**config.mk**
```make
export PLATFORM = sky130hd
export DESIGN_NAME = tft_window_timing
export DESIGN_NICKNAME = d
export VERILOG_FILES = /design/src/rtl/tft_pkg.sv /design/src/rtl/tft_sync_delay.sv /design/src/rtl/tft_window_timing.sv
export SDC_FILE = /design/constraint.sdc
export NUM_CORES = 1
export LEC_CHECK = 0
export CAP_MARGIN = 10
export CORE_MARGIN = 8
export CORE_UTILIZATION = 40
export DETAILED_ROUTE_END_ITERATION = 7
export SETUP_SLACK_MARGIN = 0.2
export SKIP_CTS_REPAIR_TIMING = 1
export SLEW_MARGIN = 5
export SYNTH_ARGS = -nofsm -noshare
export SYNTH_HDL_FRONTEND = slang
export SYNTH_SLANG_ARGS = --single-unit
```
**constraint.sdc**
```tcl
create_clock -name clk_vga -period 3.15 [get_ports clk_vga]
set_clock_uncertainty 0.1 [all_clocks]
set_input_delay 0.315 -clock clk_vga [delete_from_list [all_inputs] [get_ports clk_vga]]
set_output_delay 0.315 -clock clk_vga [all_outputs]
set_load 0.02 [all_outputs]
```
**src/rtl/tft_pkg.sv**
```systemverilog
// Shared types, colour constants and default 800x480 timing for the TFT window timing block.
package tft_pkg;

  typedef logic [15:0] rgb565_t;

  typedef struct packed {
    logic [10:0] x;
    logic [10:0] y;
    logic [10:0] w;
    logic [10:0] h;
  } win_rect_t;

  typedef struct packed {
    logic        hs;
    logic        vs;
    logic        de;
    logic        fs;
    logic [10:0] x;
  } sync_bus_t;

  localparam rgb565_t BLACK   = 16'h0000;
  localparam rgb565_t BLUE    = 16'h001F;
  localparam rgb565_t RED     = 16'hF800;
  localparam rgb565_t PURPPLE = 16'hF81F;
  localparam rgb565_t GREEN   = 16'h07E0;
  localparam rgb565_t CYAN    = 16'h07FF;
  localparam rgb565_t YELLOW  = 16'hFFE0;
  localparam rgb565_t WHITE   = 16'hFFFF;

  localparam int unsigned H_ACTIVE_DEF = 800;
  localparam int unsigned H_FP_DEF     = 40;
  localparam int unsigned H_SYNC_DEF   = 128;
  localparam int unsigned H_BP_DEF     = 88;
  localparam int unsigned V_ACTIVE_DEF = 480;
  localparam int unsigned V_FP_DEF     = 10;
  localparam int unsigned V_SYNC_DEF   = 2;
  localparam int unsigned V_BP_DEF     = 33;

  // Idle level of the panel-side pipeline: syncs are active low.
  localparam sync_bus_t SYNC_IDLE = '{hs: 1'b1, vs: 1'b1, de: 1'b0, fs: 1'b0, x: 11'd0};

  function automatic win_rect_t make_rect(int unsigned x, int unsigned y, int unsigned w,
                                          int unsigned h);
    win_rect_t r;
    r.x = 11'(x);
    r.y = 11'(y);
    r.w = 11'(w);
    r.h = 11'(h);
    return r;
  endfunction

  // Sums are taken at 12 bits so a window reaching past 2047 cannot wrap.
  function automatic logic in_rect(logic [10:0] px, logic [10:0] py, win_rect_t r);
    return (px >= r.x) && ({1'b0, px} < ({1'b0, r.x} + {1'b0, r.w})) &&
           (py >= r.y) && ({1'b0, py} < ({1'b0, r.y} + {1'b0, r.h}));
  endfunction

  function automatic rgb565_t bar_colour(logic [2:0] idx);
    case (idx)
      3'd0:    return WHITE;
      3'd1:    return YELLOW;
      3'd2:    return CYAN;
      3'd3:    return GREEN;
      3'd4:    return PURPPLE;
      3'd5:    return RED;
      3'd6:    return BLUE;
      default: return BLACK;
    endcase
  endfunction

endpackage

```
**src/rtl/tft_sync_delay.sv**
```systemverilog
// Fixed-depth shift register carrying the panel sync bundle so it lines up with the RGB path.
module tft_sync_delay
  import tft_pkg::*;
#(
  parameter int unsigned Depth = 3
) (
  input  logic        clk_i,
  input  logic        rst_ni,
  input  logic        hs_i,
  input  logic        vs_i,
  input  logic        de_i,
  input  logic        fs_i,
  input  logic [10:0] x_i,
  output logic        hs_o,
  output logic        vs_o,
  output logic        de_o,
  output logic        fs_o,
  output logic [10:0] x_o
);

  sync_bus_t              stage_in;
  sync_bus_t [Depth-1:0]  stage_q;

  always_comb begin
    stage_in    = SYNC_IDLE;
    stage_in.hs = hs_i;
    stage_in.vs = vs_i;
    stage_in.de = de_i;
    stage_in.fs = fs_i;
    stage_in.x  = x_i;
  end

  always_ff @(posedge clk_i or negedge rst_ni) begin
    if (!rst_ni) begin
      stage_q <= {Depth{SYNC_IDLE}};
    end else begin
      stage_q <= {stage_q[Depth-2:0], stage_in};
    end
  end

  assign hs_o = stage_q[Depth-1].hs;
  assign vs_o = stage_q[Depth-1].vs;
  assign de_o = stage_q[Depth-1].de;
  assign fs_o = stage_q[Depth-1].fs;
  assign x_o  = stage_q[Depth-1].x;

endmodule

```
**src/rtl/tft_window_timing.sv**
```systemverilog
// TFT H/V timing, one-hot window requests and latency-aligned panel outputs.
// Define TFT_TEST_PATTERN_EN to replace display_data with eight vertical colour bars.
module tft_window_timing
  import tft_pkg::*;
#(
  parameter int unsigned H_ACTIVE = H_ACTIVE_DEF,
  parameter int unsigned H_FP     = H_FP_DEF,
  parameter int unsigned H_SYNC   = H_SYNC_DEF,
  parameter int unsigned H_BP     = H_BP_DEF,
  parameter int unsigned V_ACTIVE = V_ACTIVE_DEF,
  parameter int unsigned V_FP     = V_FP_DEF,
  parameter int unsigned V_SYNC   = V_SYNC_DEF,
  parameter int unsigned V_BP     = V_BP_DEF,
  parameter int unsigned WIN0_X   = 0,
  parameter int unsigned WIN0_Y   = 0,
  parameter int unsigned WIN0_W   = 48,
  parameter int unsigned WIN0_H   = 16,
  parameter int unsigned WIN1_X   = 0,
  parameter int unsigned WIN1_Y   = 16,
  parameter int unsigned WIN1_W   = 32,
  parameter int unsigned WIN1_H   = 24,
  parameter int unsigned WIN2_X   = 64,
  parameter int unsigned WIN2_Y   = 64,
  parameter int unsigned WIN2_W   = 8,
  parameter int unsigned WIN2_H   = 16,
  parameter int unsigned WIN3_X   = 0,
  parameter int unsigned WIN3_Y   = 128,
  parameter int unsigned WIN3_W   = 800,
  parameter int unsigned WIN3_H   = 352,
  parameter int unsigned DATA_LAT = 1
) (
  input  logic        clk_vga,
  input  logic        rst_n,
  input  logic [15:0] display_data,
  output logic [3:0]  tft_req,
  output logic [10:0] hcount_win,
  output logic [10:0] vcount_win,
  output logic        tft_hs,
  output logic        tft_vs,
  output logic        tft_de,
  output logic [15:0] tft_rgb,
  output logic        frame_start
);

  localparam int unsigned H_TOTAL = H_ACTIVE + H_FP + H_SYNC + H_BP;
  localparam int unsigned V_TOTAL = V_ACTIVE + V_FP + V_SYNC + V_BP;

  localparam logic [10:0] HLast   = 11'(H_TOTAL - 1);
  localparam logic [10:0] VLast   = 11'(V_TOTAL - 1);
  localparam logic [10:0] HAct    = 11'(H_ACTIVE);
  localparam logic [10:0] VAct    = 11'(V_ACTIVE);
  localparam logic [10:0] HsStart = 11'(H_ACTIVE + H_FP);
  localparam logic [10:0] HsEnd   = 11'(H_ACTIVE + H_FP + H_SYNC);
  localparam logic [10:0] VsStart = 11'(V_ACTIVE + V_FP);
  localparam logic [10:0] VsEnd   = 11'(V_ACTIVE + V_FP + V_SYNC);

  localparam win_rect_t [3:0] Win = {make_rect(WIN3_X, WIN3_Y, WIN3_W, WIN3_H),
                                     make_rect(WIN2_X, WIN2_Y, WIN2_W, WIN2_H),
                                     make_rect(WIN1_X, WIN1_Y, WIN1_W, WIN1_H),
                                     make_rect(WIN0_X, WIN0_Y, WIN0_W, WIN0_H)};

  logic [10:0] h_q, h_d, v_q, v_d;
  logic        active;
  logic [3:0]  hit;
  logic [1:0]  sel;
  logic [3:0]  req_d, req_q;
  logic [10:0] hwin_d, hwin_q, vwin_d, vwin_q;
  logic        hs_raw, vs_raw, fs_raw;
  logic        hs_dly, vs_dly, de_dly, fs_dly;
  logic [10:0] x_dly;

  always_comb begin
    h_d = (h_q == HLast) ? 11'd0 : h_q + 11'd1;
    v_d = v_q;
    if (h_q == HLast) begin
      v_d = (v_q == VLast) ? 11'd0 : v_q + 11'd1;
    end
  end

  // Restricting hits to the active area is what clips windows that overhang it.
  always_comb begin
    active = (h_q < HAct) && (v_q < VAct);
    hit    = {in_rect(h_q, v_q, Win[3]), in_rect(h_q, v_q, Win[2]),
              in_rect(h_q, v_q, Win[1]), in_rect(h_q, v_q, Win[0])} & {4{active}};
    if (hit[0])      sel = 2'd0;
    else if (hit[1]) sel = 2'd1;
    else if (hit[2]) sel = 2'd2;
    else             sel = 2'd3;
    req_d  = 4'd0;
    hwin_d = 11'd0;
    vwin_d = 11'd0;
    if (|hit) begin
      req_d  = 4'b0001 << sel;
      hwin_d = h_q - Win[sel].x;
      vwin_d = v_q - Win[sel].y;
    end
  end

  always_comb begin
    hs_raw = !((h_q >= HsStart) && (h_q < HsEnd));
    vs_raw = !((v_q >= VsStart) && (v_q < VsEnd));
    fs_raw = (h_q == 11'd0) && (v_q == 11'd0);
  end

  always_ff @(posedge clk_vga or negedge rst_n) begin
    if (!rst_n) begin
      h_q    <= 11'd0;
      v_q    <= 11'd0;
      req_q  <= 4'd0;
      hwin_q <= 11'd0;
      vwin_q <= 11'd0;
    end else begin
      h_q    <= h_d;
      v_q    <= v_d;
      req_q  <= req_d;
      hwin_q <= hwin_d;
      vwin_q <= vwin_d;
    end
  end

  assign tft_req    = req_q;
  assign hcount_win = hwin_q;
  assign vcount_win = vwin_q;

  // One stage for the request register, DATA_LAT for the source, one for the RGB register.
  tft_sync_delay #(
    .Depth(2 + DATA_LAT)
  ) u_sync_delay (
    .clk_i (clk_vga),
    .rst_ni(rst_n),
    .hs_i  (hs_raw),
    .vs_i  (vs_raw),
    .de_i  (active),
    .fs_i  (fs_raw),
    .x_i   (h_q),
    .hs_o  (hs_dly),
    .vs_o  (vs_dly),
    .de_o  (de_dly),
    .fs_o  (fs_dly),
    .x_o   (x_dly)
  );

  assign tft_hs      = hs_dly;
  assign tft_vs      = vs_dly;
  assign tft_de      = de_dly;
  assign frame_start = fs_dly;

`ifdef TFT_TEST_PATTERN_EN
  localparam int unsigned BarW = (H_ACTIVE >= 8) ? H_ACTIVE / 8 : 1;

  logic [10:0] bar_num;
  logic [2:0]  bar_idx;
  logic        unused_display;

  assign unused_display = ^display_data;

  always_comb begin
    bar_num = x_dly / 11'(BarW);
    bar_idx = (bar_num > 11'd7) ? 3'd7 : bar_num[2:0];
    tft_rgb = de_dly ? bar_colour(bar_idx) : BLACK;
  end
`else
  rgb565_t rgb_q;
  logic    unused_x;

  assign unused_x = ^x_dly;

  always_ff @(posedge clk_vga or negedge rst_n) begin
    if (!rst_n) begin
      rgb_q <= BLACK;
    end else begin
      rgb_q <= display_data;
    end
  end

  assign tft_rgb = de_dly ? rgb_q : BLACK;
`endif

endmodule

```
### Word-level counts from Yosys, hierarchy flattened

Cells that the tools add are included.

| storage, ports and cells | value |
|---|---|
| register bits after elaboration | 76 |
| input bits | 18 |
| output and inout port bits | 46 |

| cells by class | value |
|---|---|
| $add $sub $neg | 4 |
| magnitude comparators | 21 |
| equal/unequal tests | 2 |
| shifts and indexed selects | 1 |
| multiplexer cells | 11 |
| bitwise gates (word level) | 1 |
| reductions and logical operators | 21 |

Operators with widths:

| kind | count |
|---|---|
| 44-bit binary-select mux with 2-bit select | 1 |
| 11-bit two-way mux | 4 |
| 44-bit two-way mux | 1 |
| 11-bit by 10-bit less-than comparator with 1-bit output (second input constant) | 3 |
| 11-bit by 6-bit less-than comparator with 1-bit output (second input constant) | 3 |
| 11-bit by 9-bit less-than comparator with 1-bit output (second input constant) | 3 |
| 11-bit by 1-bit adder with 11-bit output (second input constant) | 2 |
| 11-bit by 1-bit greater-or-equal comparator with 1-bit output (second input constant) | 2 |
| 11-bit by 7-bit greater-or-equal comparator with 1-bit output (second input constant) | 2 |
| 11-bit logical NOT | 2 |
| 11-bit by 7-bit less-than comparator with 1-bit output (second input constant) | 2 |
| 11-bit subtractor | 2 |
| 1-bit logical AND | 16 |
| 16-bit two-way mux | 1 |
| 11-bit by 10-bit equality test with 1-bit output (second input constant) | 1 |
| 11-bit equality test (second input constant) | 1 |
| 11-bit by 10-bit greater-or-equal comparator with 1-bit output (second input constant) | 1 |
| 11-bit by 5-bit greater-or-equal comparator with 1-bit output (second input constant) | 1 |
| 11-bit by 8-bit greater-or-equal comparator with 1-bit output (second input constant) | 1 |
| 11-bit by 9-bit greater-or-equal comparator with 1-bit output (second input constant) | 1 |
| 11-bit by 5-bit less-than comparator with 1-bit output (second input constant) | 1 |
| 4-bit bitwise AND | 1 |
| 2-bit two-way mux | 2 |
| 4-bit two-way mux | 1 |
| other kinds (5) | 6 |

### Logic depth before layout (Yosys ltp)

| depth | value |
|---|---|
| depth in word-level cells | 12 |
| mapped depth | 11 |
| depth with buffers taken out | 10 |

### Hierarchy

Synthesis repeated with hierarchy kept, for this count alone.

| unflattened totals | value |
|---|---|
| cell total of the unflattened synthesis | 311 |
| area total of the unflattened synthesis | 4011.3 um2 |

Modules (own cells, without submodules):

| module | instances | cells each | area an instance (um2) |
|---|---|---|---|
| tft_window_timing | 1 | 255 | 2795.2 |
| tft_sync_delay | 1 | 56 | 1216.2 |

### Worst setup path before layout

Ideal clock, no wire load.

| timing | value |
|---|---|
| kind | flip-flop to flip-flop |
| from | register v_q[9] |
| to | register vwin_q[10], in the netlist vcount_win[10] |
| library setup time | 0.121 ns |
| arrival | 2.194 ns |
| path slack | 0.735 ns |
| cell stages (with the launch flop) | 12 |
| period minus slack after synthesis | 2.415 ns |
| cell sequence | dfrtp_1 > clkbuf_1 > nor3_1 > nand3_1 > nor2_1 > inv_1 > ha_1 > nor2b_1 > o21ai_0 > nor4b_1 > xnor2_1 > nor2_1 |

| between the ends | value |
|---|---|
| cells in the longest elaborated chain, start to end | 11 |
| elaborated cells on any way between the ends | 27 |

Ends and longest elaborated chain:

| element | line | text |
|---|---|---|
| start, declared | tft_window_timing.sv:62 | `logic [10:0] h_q, h_d, v_q, v_d;` |
| start signal, assigned | tft_window_timing.sv:114 | `v_q <= v_d;` |
| 11-bit by 7-bit greater-or-equal comparator with 1-bit output | tft_pkg.sv:55 | `(py >= r.y) && ({1'b0, py} < ({1'b0, r.y} + {1'b0, r.h}));` |
| 1-bit logical AND | tft_pkg.sv:54 | `return (px >= r.x) && ({1'b0, px} < ({1'b0, r.x} + {1'b0, r.w})) &&` |
| 1-bit logical AND | tft_pkg.sv:55 |  |
| 4-bit bitwise AND | tft_window_timing.sv:84 | `in_rect(h_q, v_q, Win[1]), in_rect(h_q, v_q, Win[0])} & {4{active}};` |
| 1-bit two-way mux | tft_window_timing.sv:87 | `else if (hit[2]) sel = 2'd2;` |
| 2-bit two-way mux | tft_window_timing.sv:86 | `else if (hit[1]) sel = 2'd1;` |
| 2-bit two-way mux | tft_window_timing.sv:85 | `if (hit[0]) sel = 2'd0;` |
| 44-bit binary-select mux with 2-bit select | tft_window_timing.sv:95 | `vwin_d = v_q - Win[sel].y;` |
| 44-bit two-way mux (implied by the code) | tft_window_timing.sv:95 |  |
| 11-bit subtractor | tft_window_timing.sv:95 |  |
| 11-bit two-way mux * | tft_window_timing.sv:92 | `if (\|hit) begin` |
| net vwin_d[10] | tft_window_timing.sv:67 | `logic [10:0] hwin_d, hwin_q, vwin_d, vwin_q;` |
| end signal, assigned | tft_window_timing.sv:117 | `vwin_q <= vwin_d;` |
| end, declared | tft_window_timing.sv:67 |  |

The timed path passes the listed nets; every way through them passes the cells marked *. The select of a mux whose other input is x is not followed.
A chain may end at the register's enable or synchronous reset.

### Final worst setup path

Ends and elaborated chain as after synthesis.

==> metrics.md <==
| Metric | Value |
|---|---|
| Outcome | `complete, but fails checks` |
| Failing checks | `hold timing` |
| Clock Power Share | `40.8%` |
| Kind of critical path | `reg -> reg` |
| Post-synth top flop | `dfrtp_1` |
| Mapped cell area | `0.00310 mm²` |
| CTS buffer count | `9` |
| Endpoints failing setup | `0` |
| H-Tree Depth | `3` |
| Largest net degree at the start of global routing | `77` |
| Pre-CTS WS | `0.524 ns` |
| Crit-path most repeated cell | `nor2_1` |
| Final wirelength | `6470 µm` |
| Antenna cell count | `0` |
| Internal power | `1400 µW` |
| EDFF count, synth | `0` |
| CTS sink cnt | `between 70 and 80` |
| Least-Margin Pin Slew | `between 0.9 and 1 ns` |
| Starting DRC count in detailed routing | `129` |
| CP required | `3.28 ns` |
| DR pass1 iterations | `4` |
| Crit path depth | `10` |
| Most numerous cell in the Yosys netlist | `dfrtp_1` |
| Drc violations | `0` |
| Filler Cell Count | `slightly below 700` |
| Sequential share of power | `between 50 and 60%` |
| Layout cell share with drive strength beyond 1 | `9.14%` |
| Hold crit path type | `in -> async` |
| RSZ-0062 raised after global routing | `no` |
| Root Driver | `clkbuf_8` |
| Final Critical Period | `2.65 ns` |
| Slew Viols, Final | `0` |
| Setup TNS Final | `0 ns` |
| CORE AREA | `0.00761 mm²` |
| Final Wtd Congestion | `0.882` |
| Clock Tree Buf Depth | `2` |
| Ranking of synthesized cells by area | `dfrtp_1 57%, dfstp_2 5.1%, nor2_1 4.6%` |
| Synth cell types | `41` |
| Avg Inst Size Synth | `11.4 µm²` |
| CTS tree | `done` |
| CP Capture Type | `register` |
| Die X-Extent | `~100 µm` |
| Worst-path maximum fanout | `8` |
| Antenna Nets Post-Route | `0` |
| Final Net Count | `around 360` |
| Slew Limit Headroom | `37.3%` |
| Via/cell ratio | `approximately 4.7` |
| Ports | `64` |
| Global-route wire length before repair | `between 10000 and 15000 µm` |
| Max-cap viol count | `0` |
| Vias post-DR | `2073` |
| Most instantiated cells after synthesis | `70 x dfrtp_1, 38 x nor2_1, 17 x and2_1` |
| Asr flop ratio synth | `100%` |
| Placed cell areas | `0.00381 mm²` |
| CP Launch Type | `register` |
| Endpoints failing hold | `8` |
| Lkg Pwr | `0.00173 µW` |
| PwrDens | `approximately 450 mW/mm²` |
| Final worst slack | `0.499 ns` |
| Worst-path cell chain | `nor3_1 -> nand3_1 -> nor2_1 -> inv_1 -> ha_1 -> nor2b_1 -> o21ai_0 -> nor4b_1 -> xnor2_1 -> nor2_1` |
| Clock-pin slew on the worst setup and hold paths | `about 0.08 ns` |
| Die area | `0.0108 mm²` |
| Maximum vdd drop | `0.257 mV` |
| Grt ovf | `0` |
| Max Fclk | `0.377 GHz` |
| Seq/Total Area, Yosys | `around three fifths` |
| Period utilisation layout | `84.2%` |
| Vias in the first global route | `2134` |
| Crit path buf inv count | `1` |
| Avg WL per Cell | `14.7 µm` |
| HPWL Detailed | `4710 µm` |
| GR Util All Layers | `between 10% and 20%` |
| Hold slack final | `-0.00883 ns` |
| Syn Inst Count | `~270` |
| Synth warnings | `0` |
| Slowest CP cell | `dfrtp_1` |
| Number of port buffers | `between 60 and 70` |
| Area growth syn-to-layout | `29.5%` |
| Cell row count | `32` |
| Synth Register Bits | `76` |
| Cells on worst reg2reg path | `10` |
| Gate power share | `4.5%` |
| Delay-heaviest family, CP | `simple AND/OR/NAND/NOR gates` |
| Clk_lat worst skew | `between 0.3 and 0.4 ns` |
| NetSw | `409 µW` |
| Chip height | `104 µm` |
| Starting Density | `40.7%` |
| Post-synth top area cell | `dfrtp_1` |
| Slowest stage delay, CP | `about 0.48 ns` |
| Arrival time of the worst setup path | `approximately 2.8 ns` |
| Synth Net Count | `around 300` |
| Post-synth top area share | `between 50% and 60%` |
| Switching share of power | `about 23%` |
| Fin area | `0.00401 mm²` |
| Initial antenna violation count | `0` |
state kept, by name, indices dropped and copies added, names as in the netlist:
| register | flops |
|---|---|
| u_sync_delay.hs_o | 1 |
| rgb_q | 16 |
| u_sync_delay.stage_q | 8 |
| u_sync_delay.fs_o | 1 |
| vcount_win | 11 |
| h_q | 11 |
| tft_req | 4 |
| u_sync_delay.vs_o | 1 |
| u_sync_delay.de_o | 1 |
| hcount_win | 11 |
| v_q | 11 |
per-layer routing:
layer  up-vias  global-route usage, %  part of all wire, %
met5         -                      0                    0
met4         0                   6.20                  1.8
met3        10                   3.78                  5.7
met2        75                   18.0                   42
met1       975                   16.9                   50
li1       1013                      -                    -
through the flow:
step	total power, µW	utilization, %	instances
finish	1800	52.7	441
global route	1880	52.7	441
CTS	1840	52.7	441
detailed placement	1090	50.1	425
global placement	1090	50.1	425
floorplan	1030	-	271
path summary, 6_finish.rpt:
| path | start | end | slack [ns] |
|---|---|---|---|
| max reg2reg | v_q[9] | vcount_win[10] | 0.50 |
| min reg2reg | u_sync_delay.stage_q[26] | u_sync_delay.fs_o | 0.25 |
| min in group clk_vga | u_sync_delay.stage_q[26] | u_sync_delay.fs_o | 0.25 |
| min | rst_n | rgb_q[11] | -0.009 |
| max | v_q[9] | vcount_win[10] | 0.50 |
| max in group asynchronous | rst_n | hcount_win[7] | 2.33 |
cell type report:
class | count | area [µm²] | share of cell area (%)
multi-input combinational | 171 | 1090 | 27.1
clock buffer | 9 | 124 | 3.09
clock inverter | 7 | 75.1 | 1.87
timing repair buffer | 66 | 651 | 16.2
inverter | 10 | 37.5 | 0.936
sequential | 76 | 1910 | 47.6
tap | 102 | 128 | 3.18
cell usage in the layout, fill, tap and decap left out, types with 2 or more instances in the layout:
cell             instances
dfrtp_1                 70
clkdlybuf4s50_1         62
nor2_1                  38
and2_1                  17
xnor2_1                 15
nand2_1                 13
nand3_1                 11
nor2b_1                 11
inv_1                   10
ha_1                    10
nor3_1                   9
clkbuf_8                 9
xor2_1                   6
dfstp_2                  6
o21ai_0                  4
buf_4                    4
nand4_1                  3
a21oi_1                  3
clkinvlp_4               3
o21ai_1                  2
nand2b_1                 2
and3_1                   2
or3_1                    2
or4b_1                   2
or4_1                    2
nor4b_1                  2
nor4_1                   2
inv_6                    2
kinds of logic (layout without fill, tap and decap cells):
family / Yosys count / count (layout) / share of synthesized area [%]
AO/OA/AOI/OAI: 14 / 14 / 2.75
XOR/XNOR: 21 / 21 / 5.94
adder cells (fa/ha/maj): 10 / 10 / 4.04
buffers and inverters: 24 / 92 / 3.23
flip-flops: 76 / 76 / 61.7
multiplexers: 2 / 2 / 0.687
AND/OR/NAND/NOR: 124 / 124 / 21.7
power groups by stage:
stage                     registers (µW)  clock network, µW  logic, µW
after floorplan                     1010                  0       21.8
after global placement              1010                  0       82.3
after detailed placement            1010                  0       83.1
after CTS                            987                767       83.4
after global routing                 989                801       90.0
final                                987                736       80.8
Power figures use the tool's default switching activity.
